<file path="src/rtl/sat_pkg.sv">
// Shared definitions for the DPLL SAT datapath.
//   SAT_VAR_W        : literal variable index width (matches the imply stack port)
//   SAT_NUM_VARIABLE : default depth of the variable-assignment table
//   literal_t        : {val, variable} literal as carried between blocks
//   bcp_state_e      : state encoding of the BCP propagator FSM
//   IS_RW_* / IS_TYPE_* : imply stack direction and entry-type encodings
package sat_pkg;

  localparam int SAT_VAR_W        = 9;
  localparam int SAT_NUM_VARIABLE = 128;

  typedef struct packed {
    logic                 val;
    logic [SAT_VAR_W-1:0] variable;
  } literal_t;

  typedef enum logic [2:0] {
    ST_IDLE     = 3'd0,
    ST_POP      = 3'd1,
    ST_WAIT     = 3'd2,
    ST_RESOLVE  = 3'd3,
    ST_EMIT     = 3'd4,
    ST_DONE     = 3'd5,
    ST_CONFLICT = 3'd6
  } bcp_state_e;

  // Imply stack direction (is_rw) and entry type (is_type) encodings.
  localparam logic IS_RW_POP        = 1'b0;
  localparam logic IS_RW_PUSH       = 1'b1;
  localparam logic IS_TYPE_DECISION = 1'b0;
  localparam logic IS_TYPE_IMPLIED  = 1'b1;

endpackage

</file>
<file path="src/rtl/assign_table.sv">
// Variable-assignment register file: one assigned bit and one value bit per
// variable.
//   clock, reset              : rising-edge clock, synchronous active-high reset
//   wr_en/wr_variable/wr_val  : registered write, sets entry to assigned=1, value=wr_val
//   unassign_en/_variable     : registered clear of the assigned bit; wins over a
//                               write to the same variable in the same cycle
//   rd_variable               : combinational read address
//   rd_assigned/rd_val        : entry contents (0/0 for out-of-range addresses)
// Addresses >= NUM_VARIABLE are ignored on the write/unassign ports.
module assign_table
  import sat_pkg::*;
#(
  parameter int NUM_VARIABLE = SAT_NUM_VARIABLE,
  parameter int VAR_W        = SAT_VAR_W
) (
  input  logic             clock,
  input  logic             reset,
  input  logic             wr_en,
  input  logic [VAR_W-1:0] wr_variable,
  input  logic             wr_val,
  input  logic             unassign_en,
  input  logic [VAR_W-1:0] unassign_variable,
  input  logic [VAR_W-1:0] rd_variable,
  output logic             rd_assigned,
  output logic             rd_val
);

  localparam int IDX_W = (NUM_VARIABLE > 1) ? $clog2(NUM_VARIABLE) : 1;
  localparam logic [VAR_W:0] NUM_V = (VAR_W + 1)'(NUM_VARIABLE);

  logic [NUM_VARIABLE-1:0] assigned_q;
  logic [NUM_VARIABLE-1:0] value_q;

  logic             wr_in_range;
  logic             un_in_range;
  logic             rd_in_range;
  logic [IDX_W-1:0] wr_idx;
  logic [IDX_W-1:0] un_idx;
  logic [IDX_W-1:0] rd_idx;

  always_comb begin
    wr_in_range = ({1'b0, wr_variable} < NUM_V);
    un_in_range = ({1'b0, unassign_variable} < NUM_V);
    rd_in_range = ({1'b0, rd_variable} < NUM_V);
    wr_idx      = wr_variable[IDX_W-1:0];
    un_idx      = unassign_variable[IDX_W-1:0];
    rd_idx      = rd_variable[IDX_W-1:0];
  end

  // The unassign update is written last so it takes precedence on a collision.
  always_ff @(posedge clock) begin
    if (reset) begin
      assigned_q <= '0;
      value_q    <= '0;
    end else begin
      if (wr_en && wr_in_range) begin
        assigned_q[wr_idx] <= 1'b1;
        value_q[wr_idx]    <= wr_val;
      end
      if (unassign_en && un_in_range) begin
        assigned_q[un_idx] <= 1'b0;
      end
    end
  end

  assign rd_assigned = rd_in_range ? assigned_q[rd_idx] : 1'b0;
  assign rd_val      = rd_in_range ? value_q[rd_idx]    : 1'b0;

endmodule

</file>
<file path="src/rtl/bcp_propagator.sv">
// Boolean-constraint-propagation consumer downstream of the imply stack.
// Pops implied literals, checks them against the assignment table and either
// commits them (and offers them downstream), discards redundant ones, or
// stops with a conflict.
//   clock, reset            : rising-edge clock, synchronous active-high reset
//   start, clear            : begin draining (IDLE/DONE) / return to IDLE (DONE/CONFLICT)
//   is_empty, is_en, is_rw  : imply stack status, pop enable, direction (always pop)
//   is_val/is_variable/is_type : popped entry, stable from RESOLVE onwards
//   dec_*, unassign_*       : decision write / backtrack unassign (only while idle)
//   asg_*                   : committed-assignment valid/ready output port
//   busy, done              : FSM activity / drained-without-conflict status
//   conflict, conflict_variable : sticky conflict flag and offending variable
//   err                     : sticky protocol error (cleared by reset only)
//   dbg_state               : current FSM state
//
// Handshake on asg_*: asg_valid rises with the payload already loaded and the
// payload is held unchanged while asg_valid=1; a transfer happens on each rising
// edge where asg_valid and asg_ready are both high, after which asg_valid drops.
// asg_valid never depends combinationally on asg_ready.
module bcp_propagator
  import sat_pkg::*;
#(
  parameter int NUM_VARIABLE = SAT_NUM_VARIABLE,
  parameter int VAR_W        = SAT_VAR_W
) (
  input  logic             clock,
  input  logic             reset,
  input  logic             start,
  input  logic             clear,
  input  logic             is_empty,
  output logic             is_en,
  output logic             is_rw,
  input  logic             is_val,
  input  logic [VAR_W-1:0] is_variable,
  input  logic             is_type,
  input  logic             dec_en,
  input  logic [VAR_W-1:0] dec_variable,
  input  logic             dec_val,
  input  logic             unassign_en,
  input  logic [VAR_W-1:0] unassign_variable,
  output logic             asg_valid,
  input  logic             asg_ready,
  output logic [VAR_W-1:0] asg_variable,
  output logic             asg_val,
  output logic             busy,
  output logic             done,
  output logic             conflict,
  output logic [VAR_W-1:0] conflict_variable,
  output logic             err,
  output bcp_state_e       dbg_state
);

  localparam logic [VAR_W:0] NUM_V = (VAR_W + 1)'(NUM_VARIABLE);

  bcp_state_e       state_q;
  logic             asg_valid_q;
  logic [VAR_W-1:0] asg_variable_q;
  logic             asg_val_q;
  logic             conflict_q;
  logic [VAR_W-1:0] conflict_variable_q;
  logic             err_q;

  logic             rd_assigned;
  logic             rd_val;
  logic             in_range;
  logic             resolve_commit;
  logic             dec_ok;
  logic             unassign_ok;
  logic             proto_err;
  logic             tbl_wr_en;
  logic [VAR_W-1:0] tbl_wr_variable;
  logic             tbl_wr_val;

  assign busy = (state_q == ST_POP) || (state_q == ST_WAIT) ||
                (state_q == ST_RESOLVE) || (state_q == ST_EMIT);

  // The table has a single write port: the FSM commit and the decision strobe
  // share it, which is safe because decisions are only accepted while idle.
  always_comb begin
    in_range        = ({1'b0, is_variable} < NUM_V);
    resolve_commit  = (state_q == ST_RESOLVE) && in_range &&
                      (is_type == IS_TYPE_IMPLIED) && !rd_assigned;
    dec_ok          = dec_en && !busy && !unassign_en;
    unassign_ok     = unassign_en && !busy;
    proto_err       = ((dec_en || unassign_en) && busy) || (dec_en && unassign_en);
    tbl_wr_en       = resolve_commit || dec_ok;
    tbl_wr_variable = resolve_commit ? is_variable : dec_variable;
    tbl_wr_val      = resolve_commit ? is_val : dec_val;
  end

  assign_table #(
    .NUM_VARIABLE(NUM_VARIABLE),
    .VAR_W       (VAR_W)
  ) u_table (
    .clock            (clock),
    .reset            (reset),
    .wr_en            (tbl_wr_en),
    .wr_variable      (tbl_wr_variable),
    .wr_val           (tbl_wr_val),
    .unassign_en      (unassign_ok),
    .unassign_variable(unassign_variable),
    .rd_variable      (is_variable),
    .rd_assigned      (rd_assigned),
    .rd_val           (rd_val)
  );

  always_ff @(posedge clock) begin
    if (reset) begin
      state_q             <= ST_IDLE;
      asg_valid_q         <= 1'b0;
      asg_variable_q      <= '0;
      asg_val_q           <= 1'b0;
      conflict_q          <= 1'b0;
      conflict_variable_q <= '0;
      err_q               <= 1'b0;
    end else begin
      if (proto_err) begin
        err_q <= 1'b1;
      end
      case (state_q)
        ST_IDLE: begin
          if (start) state_q <= ST_POP;
        end
        ST_POP: begin
          // is_en is asserted combinationally for this cycle when not empty.
          state_q <= is_empty ? ST_DONE : ST_WAIT;
        end
        ST_WAIT: begin
          state_q <= ST_RESOLVE;
        end
        ST_RESOLVE: begin
          if (!in_range || (is_type != IS_TYPE_IMPLIED)) begin
            err_q   <= 1'b1;
            state_q <= ST_POP;
          end else if (!rd_assigned) begin
            asg_valid_q    <= 1'b1;
            asg_variable_q <= is_variable;
            asg_val_q      <= is_val;
            state_q        <= ST_EMIT;
          end else if (rd_val == is_val) begin
            state_q <= ST_POP;
          end else begin
            conflict_q          <= 1'b1;
            conflict_variable_q <= is_variable;
            state_q             <= ST_CONFLICT;
          end
        end
        ST_EMIT: begin
          if (asg_ready) begin
            asg_valid_q <= 1'b0;
            state_q     <= ST_POP;
          end
        end
        ST_DONE: begin
          if (start) begin
            state_q <= ST_POP;
          end else if (clear) begin
            state_q <= ST_IDLE;
          end
        end
        ST_CONFLICT: begin
          if (clear) begin
            conflict_q <= 1'b0;
            state_q    <= ST_IDLE;
          end
        end
        default: state_q <= ST_IDLE;
      endcase
    end
  end

  assign is_en             = (state_q == ST_POP) && !is_empty;
  assign is_rw             = IS_RW_POP;
  assign asg_valid         = asg_valid_q;
  assign asg_variable      = asg_variable_q;
  assign asg_val           = asg_val_q;
  assign done              = (state_q == ST_DONE);
  assign conflict          = conflict_q;
  assign conflict_variable = conflict_variable_q;
  assign err               = err_q;
  assign dbg_state         = state_q;

endmodule

</file>
<file path="config.mk">
export PLATFORM = sky130hd
export DESIGN_NAME = bcp_propagator
export DESIGN_NICKNAME = d
export VERILOG_FILES = /design/src/rtl/sat_pkg.sv /design/src/rtl/assign_table.sv /design/src/rtl/bcp_propagator.sv
export SDC_FILE = /design/constraint.sdc
export NUM_CORES = 1
export LEC_CHECK = 0
export CORE_MARGIN = 4
export CORE_UTILIZATION = 61
export CTS_CLUSTER_DIAMETER = 50
export DETAILED_ROUTE_END_ITERATION = 16
export PLACE_DENSITY = 0.81
export SLEW_MARGIN = 15
export SYNTH_ARGS = -nofsm -noshare
export SYNTH_HDL_FRONTEND = slang
export SYNTH_SLANG_ARGS = --single-unit
</file>
<file path="constraint.sdc">
create_clock -name clock -period 4.36 [get_ports clock]
set_clock_uncertainty 0.05 [all_clocks]
set_input_delay 1.308 -clock clock [delete_from_list [all_inputs] [get_ports clock]]
set_output_delay 1.308 -clock clock [all_outputs]
set_load 0.03 [all_outputs]
</file>
==> results.cfg, run 1 <==
[critical_path]
critical_path.slowest_cell = clkdlybuf4s50_1
path_max_fanout = 22
critical_path.cell_chain = clkdlybuf4s50_1, buf_12, nor2b_1, a22oi_1, and3_1, a31oi_1, and4b_1, o311ai_4, buf_12, mux2_2, a21oi_1, a211oi_1
criticalPathCategory = in2reg
cp-start-kind = input pin
arrival_ns = 4.42
slowest_delay_ns = 0.50
ff2ff_path_depth = 10
cpMostUsedCell = buf_12
crit_path_start = is_variable[5]
crit_family = compound AO/OA/AOI/OAI gates
end_kind = flop
r2r_setup_slack_ns = 1.33
crit_buf_inv = 3
r2r-end = u_table.assigned_q[6]
path_depth = 12
endpoint = u_table.assigned_q[6]
r2r_start = u_table.assigned_q[63]
cp.required_ns = 4.76

[power_and_ir_drop]
leakagePower_uw = 0.00645
irDropWorstVdd_v = 0.000315
fin_total_pwr_uw = 5760
powerDensity_mw_per_mm2 = 352

[logic_synthesis]
syn_inst = 1491
syn_avg_cell_area_um2 = 9.34
synth.mux.area_fraction_pct = 23.9
synth.cell_area_mm2 = 0.0139
synth_seq_cells = 281
synth_warnings = 0
synthFlopType = dfxtp_1
synth_xor_area_share_pct = 0.0629
synth-edff-count = 0
synthSimpleGateAreaFrac_pct = 14.8
ys_seq_area_share_pct = 40.4
syn_nets = 1529
synth_compound_area_share_pct = 15.5
synthAdderAreaFrac_pct = 0.0719
async_reset_ff_share_pct = 0
synth_top_family_by_area = multiplexers
ys_types = 58

[detailed_routing]
vias = 12100
via_per_inst = 6.51
first_iter_violations = 1459
first_pass_iters = 5
avgRoutedWirePerCell_um = 22.0
drc = 0
wirelength_um = 40900
postRouteAntennaNets = 0

[floorplanning]
io_pins = 67
start_util_pct = 61.7
rows = 55
die_h_um = 159
dieArea_mm2 = 0.0253
core_region_area_mm2 = 0.0226
die_x_um = 159

[timing]
post-route-period-util_pct = 92.3
slew_headroom_pct = 25.6
slew_viol_final = 0
tightest_slew_ns = 1.11
finalSetupViolCount = 0
fmax_mhz = 249
rsz0062_at_grt = false
finalHoldViolCount = 0
fin_tns_setup_ns = 0
period_minus_slack_ns = 4.02

[layout]
fillers = 1602
num_antenna_cells = 0
seq_area_mm2 = 0.00563
final_cell_area_mm2 = 0.0164
final_cells = 1861
multi_input_area_mm2 = 0.00759
final_net_count = 1590
layout-drive-gt1-share_pct = 15.5
fin_util_pct = 72.6
area_delta_synth_final_pct = 17.6

[global_route]
grt_max_degree = 101
grt_pass1_vias = 12000
grt_overflow_total = 0
grt_pass1_wl_um = 64400
antenna_found_initial = 0
grt_usage_pct = 31.0

[clock_network]
clk_pin_slew_ns = 0.06
ctsResizeCount = 0
htreeDepth = 1
cts.sinks = 281
cts.path.max_buffers = 3
cts_buffers = 31
postCtsSetupRepairBufs = 0
cts_hold_buf = 0
cts_tree = done
root_buffer = clkbuf_16
clock_latency_ns = 0.55

[min_path]
hold_class = reg2reg

[place]
dpl.hpwl_um = 26500
dpl_cell_area_mm2 = 0.0153
post-place-cells = 1804
gp_congestion = 0.944
io_buffers = 65

[outcome]
status = finished, final reports clean

[job]
max-cap-violations = 0
==> worst register-to-register path: cells and delay by family, from the launching register on <==
family / cells / cell delay [ns]
flops: 1 / 0.32
buf+inv: 1 / 0.21
mux: 3 / 1.22
simple gates: 1 / 0.20
compound gates: 5 / 0.93
==> final cells by class <==
| cell class | instances | share of cell area (%) |
|---|---|---|
| repair buffers | 163 | 10.5 |
| inverters | 6 | 0.145 |
| well taps | 285 | 2.18 |
| clock buffers | 44 | 5.52 |
| clock inverters | 13 | 0.947 |
| multi-input cells | 1069 | 46.3 |
| flip-flops and latches | 281 | 34.3 |
==> Yosys cell counts, drive strengths merged (6+ instances only) <==
cell    count  area share (%)
o21ai       7            0.58
and3        8            0.36
dfxtp     281              40
a21oi     144             5.2
clkbuf     61             1.6
nor2b      19            0.85
mux2       18             1.5
a22oi      10            0.54
nor2       52             1.4
inv         6            0.16
buf        74             3.4
mux4       48             7.8
nand2     311             8.4
nand3      21            0.75
a211oi    133             7.2
mux2i     198              15
nor3       24            0.86
nand2b     20            0.90
==> how the worst min path moves through the flow <==
stage | startpoint | to | slack (ns) | cells after the start
after floorplan | u_table.value_q[28] | u_table.value_q[28] | 0.39 | 2
after global placement | u_table.value_q[111] | u_table.value_q[111] | 0.39 | 2
after detailed placement | asg_variable[5] | asg_variable[5] | 0.40 | 2
after CTS | asg_variable[5] | asg_variable[5] | 0.41 | 2
after global routing | u_table.value_q[47] | u_table.value_q[47] | 0.42 | 2
final | u_table.value_q[108] | u_table.value_q[108] | 0.40 | 2
==> per-stage QoR <==
step | worst slack (ns) | hold WS [ns]
after floorplan | 0.381 | 0.385
after global placement | 0.0107 | 0.391
after detailed placement | -0.133 | 0.398
after CTS | 0.351 | 0.405
after global routing | 0.114 | 0.424
final | 0.337 | 0.404
==> power by group <==
group	total, uW	switching [uW]	leakage, uW	internal, uW
Combinational	479	303	0.00366	176
Sequential	2580	11.1	0.00226	2570
Clock	2700	1080	0.000529	1620
==> metal layers <==
metal  GRT usage [%]  share of wire [%]
met1            40.4                 40
met2            50.2                 47
met3            6.60                9.3
met4            13.1                3.8
met5               0                  0
==> placed cells by master, fill, tap and decap left out, drive strengths merged, types with 4 or more instances in the layout <==
| master | count |
|---|---|
| nor4 | 4 |
| a311oi | 4 |
| a211oi | 133 |
| mux2 | 18 |
| a22oi | 10 |
| o22ai | 4 |
| clkinv | 7 |
| mux2i | 198 |
| o21ai | 7 |
| clkdlybuf4s50 | 61 |
| dfxtp | 281 |
| nor2 | 52 |
| mux4 | 48 |
| and3 | 8 |
| nand3 | 21 |
| nor3 | 24 |
| nor2b | 19 |
| nand2 | 311 |
| buf | 102 |
| a21oi | 144 |
| nand2b | 20 |
| inv | 9 |
| clkbuf | 44 |
==> state kept, by name, indices dropped and copies added (netlist names) <==
| register | flops |
|---|---|
| dbg_state | 3 |
| conflict | 1 |
| conflict_variable | 9 |
| asg_variable | 9 |
| err | 1 |
| u_table.assigned_q | 128 |
| asg_valid | 1 |
| u_table.value_q | 128 |
| asg_val | 1 |
==> cells by family (layout without fill, tap and decap cells) <==
logic type / count (synthesis) / in the layout
other: 1 / 1
xor gates and xnor gates: 1 / 1
muxes: 264 / 264
buffers and inverters: 141 / 226
adders and majority gates: 1 / 1
DFF: 281 / 281
AOI/OAI and AO/OA: 323 / 323
and+or+nand+nor: 479 / 479
Note: power is estimated with default switching activity, not from simulation.
==> run 2, diff against run 1 <==
- CORE_ASPECT_RATIO: unset -> 1.1
- SKIP_CTS_REPAIR_TIMING: unset -> 1
==> results.cfg, run 2 (same netlist as run 1, synthesis figures left out) <==
[outcome]
status = finished, final reports clean

[global_route]
antenna_found_initial = 0
grt_max_degree = 89
grt_pass1_vias = 12100
grt_pass1_wl_um = 65300
grt_overflow_total = 0
grt_usage_pct = 31.3

[clock_network]
clock_latency_ns = 0.51
cts_buffers = 34
cts_tree = done
htreeDepth = 2
cts.path.max_buffers = 3
root_buffer = clkbuf_16
cts.sinks = 281
clk_pin_slew_ns = 0.06

[timing]
period_minus_slack_ns = 4.07
slew_headroom_pct = 34.2
finalHoldViolCount = 0
tightest_slew_ns = 0.979
rsz0062_at_grt = false
finalSetupViolCount = 0
slew_viol_final = 0
holdWs_ns = 0.408
fmax_mhz = 245
post-route-period-util_pct = 93.5

[place]
dpl.hpwl_um = 25900
gp_congestion = 0.920
io_buffers = 65

[floorplanning]
io_pins = 67
die_h_um = 166
rows = 57
dieArea_mm2 = 0.0253
die_x_um = 152
start_util_pct = 62.6
core_region_area_mm2 = 0.0223

[power_and_ir_drop]
leakagePower_uw = 0.00647
irDropWorstVdd_v = 0.000335
powerDensity_mw_per_mm2 = 359
fin_total_pwr_uw = 5920

[layout]
seq_area_mm2 = 0.00563
multi_input_area_mm2 = 0.00759
num_antenna_cells = 0
layout_common_cells = nand2_1, dfxtp_1, mux2i_1, a21oi_1, a211oi_1
final_common_cell = nand2_1
layout-drive-gt1-share_pct = 15.7
area_delta_synth_final_pct = 18.4
final_net_count = 1594
fillers = 1540
largestRegisters = u_table.assigned_q: 128 flops, u_table.value_q: 128 flops

[critical_path]
r2r_setup_slack_ns = 1.10
arrival_ns = 4.43
cp-start-kind = input pin
path_max_fanout = 16
end_kind = flop
criticalPathCategory = in2reg
cp.required_ns = 4.71

[min_path]
hold_class = reg2reg

[detailed_routing]
vias = 12100
first_pass_iters = 6
postRouteAntennaNets = 0
first_iter_violations = 1129
drc = 0
wirelength_um = 40900
avgRoutedWirePerCell_um = 21.9
via_per_inst = 6.48

[job]
max-cap-violations = 0
run 2: path summary, 6_finish.rpt:
path / to / startpoint / cells after the start
worst max-delay path: u_table.assigned_q[49] / is_variable[0] / 11
worst min-delay path: u_table.value_q[21] / u_table.value_q[21] / 2
worst max register to register: u_table.assigned_q[49] / u_table.assigned_q[22] / 10
worst min register to register: u_table.value_q[21] / u_table.value_q[21] / 2
run 2: final cells by class:
class	count	share of cell area (%)
multi-input cells	1069	46.1
flip-flops and latches	281	34.1
repair buffers	164	10.6
clock buffers	40	5.49
well taps	295	2.24
clock inverters	16	1.31
inverters	6	0.144
run 2: worst max-delay path, cell delays in order:
cell and delay [ns]:
buf_4 0.26, mux4_2 0.54, mux2i_1 0.24, nor2_1 0.09, a211oi_1 0.45, o22a_2 0.30, o311ai_4 0.14, buf_12 0.19
mux2_2 0.47, a21oi_1 0.14, a211oi_1 0.29
run 2: stage by stage:
| step | cell area [um^2] | util, % | setup TNS [ns] | cells | setup slack, ns |
|---|---|---|---|---|---|
| after global routing | 16500 | 74.1 | 0 | 1871 | 0.199 |
| after detailed placement | 15400 | 69.0 | -0.622 | 1815 | -0.0883 |
| after global placement | 15400 | 69.0 | -0.581 | 1815 | -0.0650 |
| after floorplan | 13900 | - | 0 | 1491 | 0.381 |
| after CTS | 16500 | 74.1 | 0 | 1871 | 0.316 |
| final | 16500 | 74.1 | 0 | 1871 | 0.285 |
run 2: power by group:
part	switching [uW]	internal, uW	total [uW]
clock network	1120	1730	2850
registers	11.4	2570	2590
logic	303	176	479
run 2: routing by layer:
metal	GRT usage, %	vias to the layer above	share of wire, %
met5	0	-	0
met4	13.2	0	4.4
met3	6.02	149	8.0
met2	52.8	613	49
met1	39.5	5859	39
li1	-	5499	-
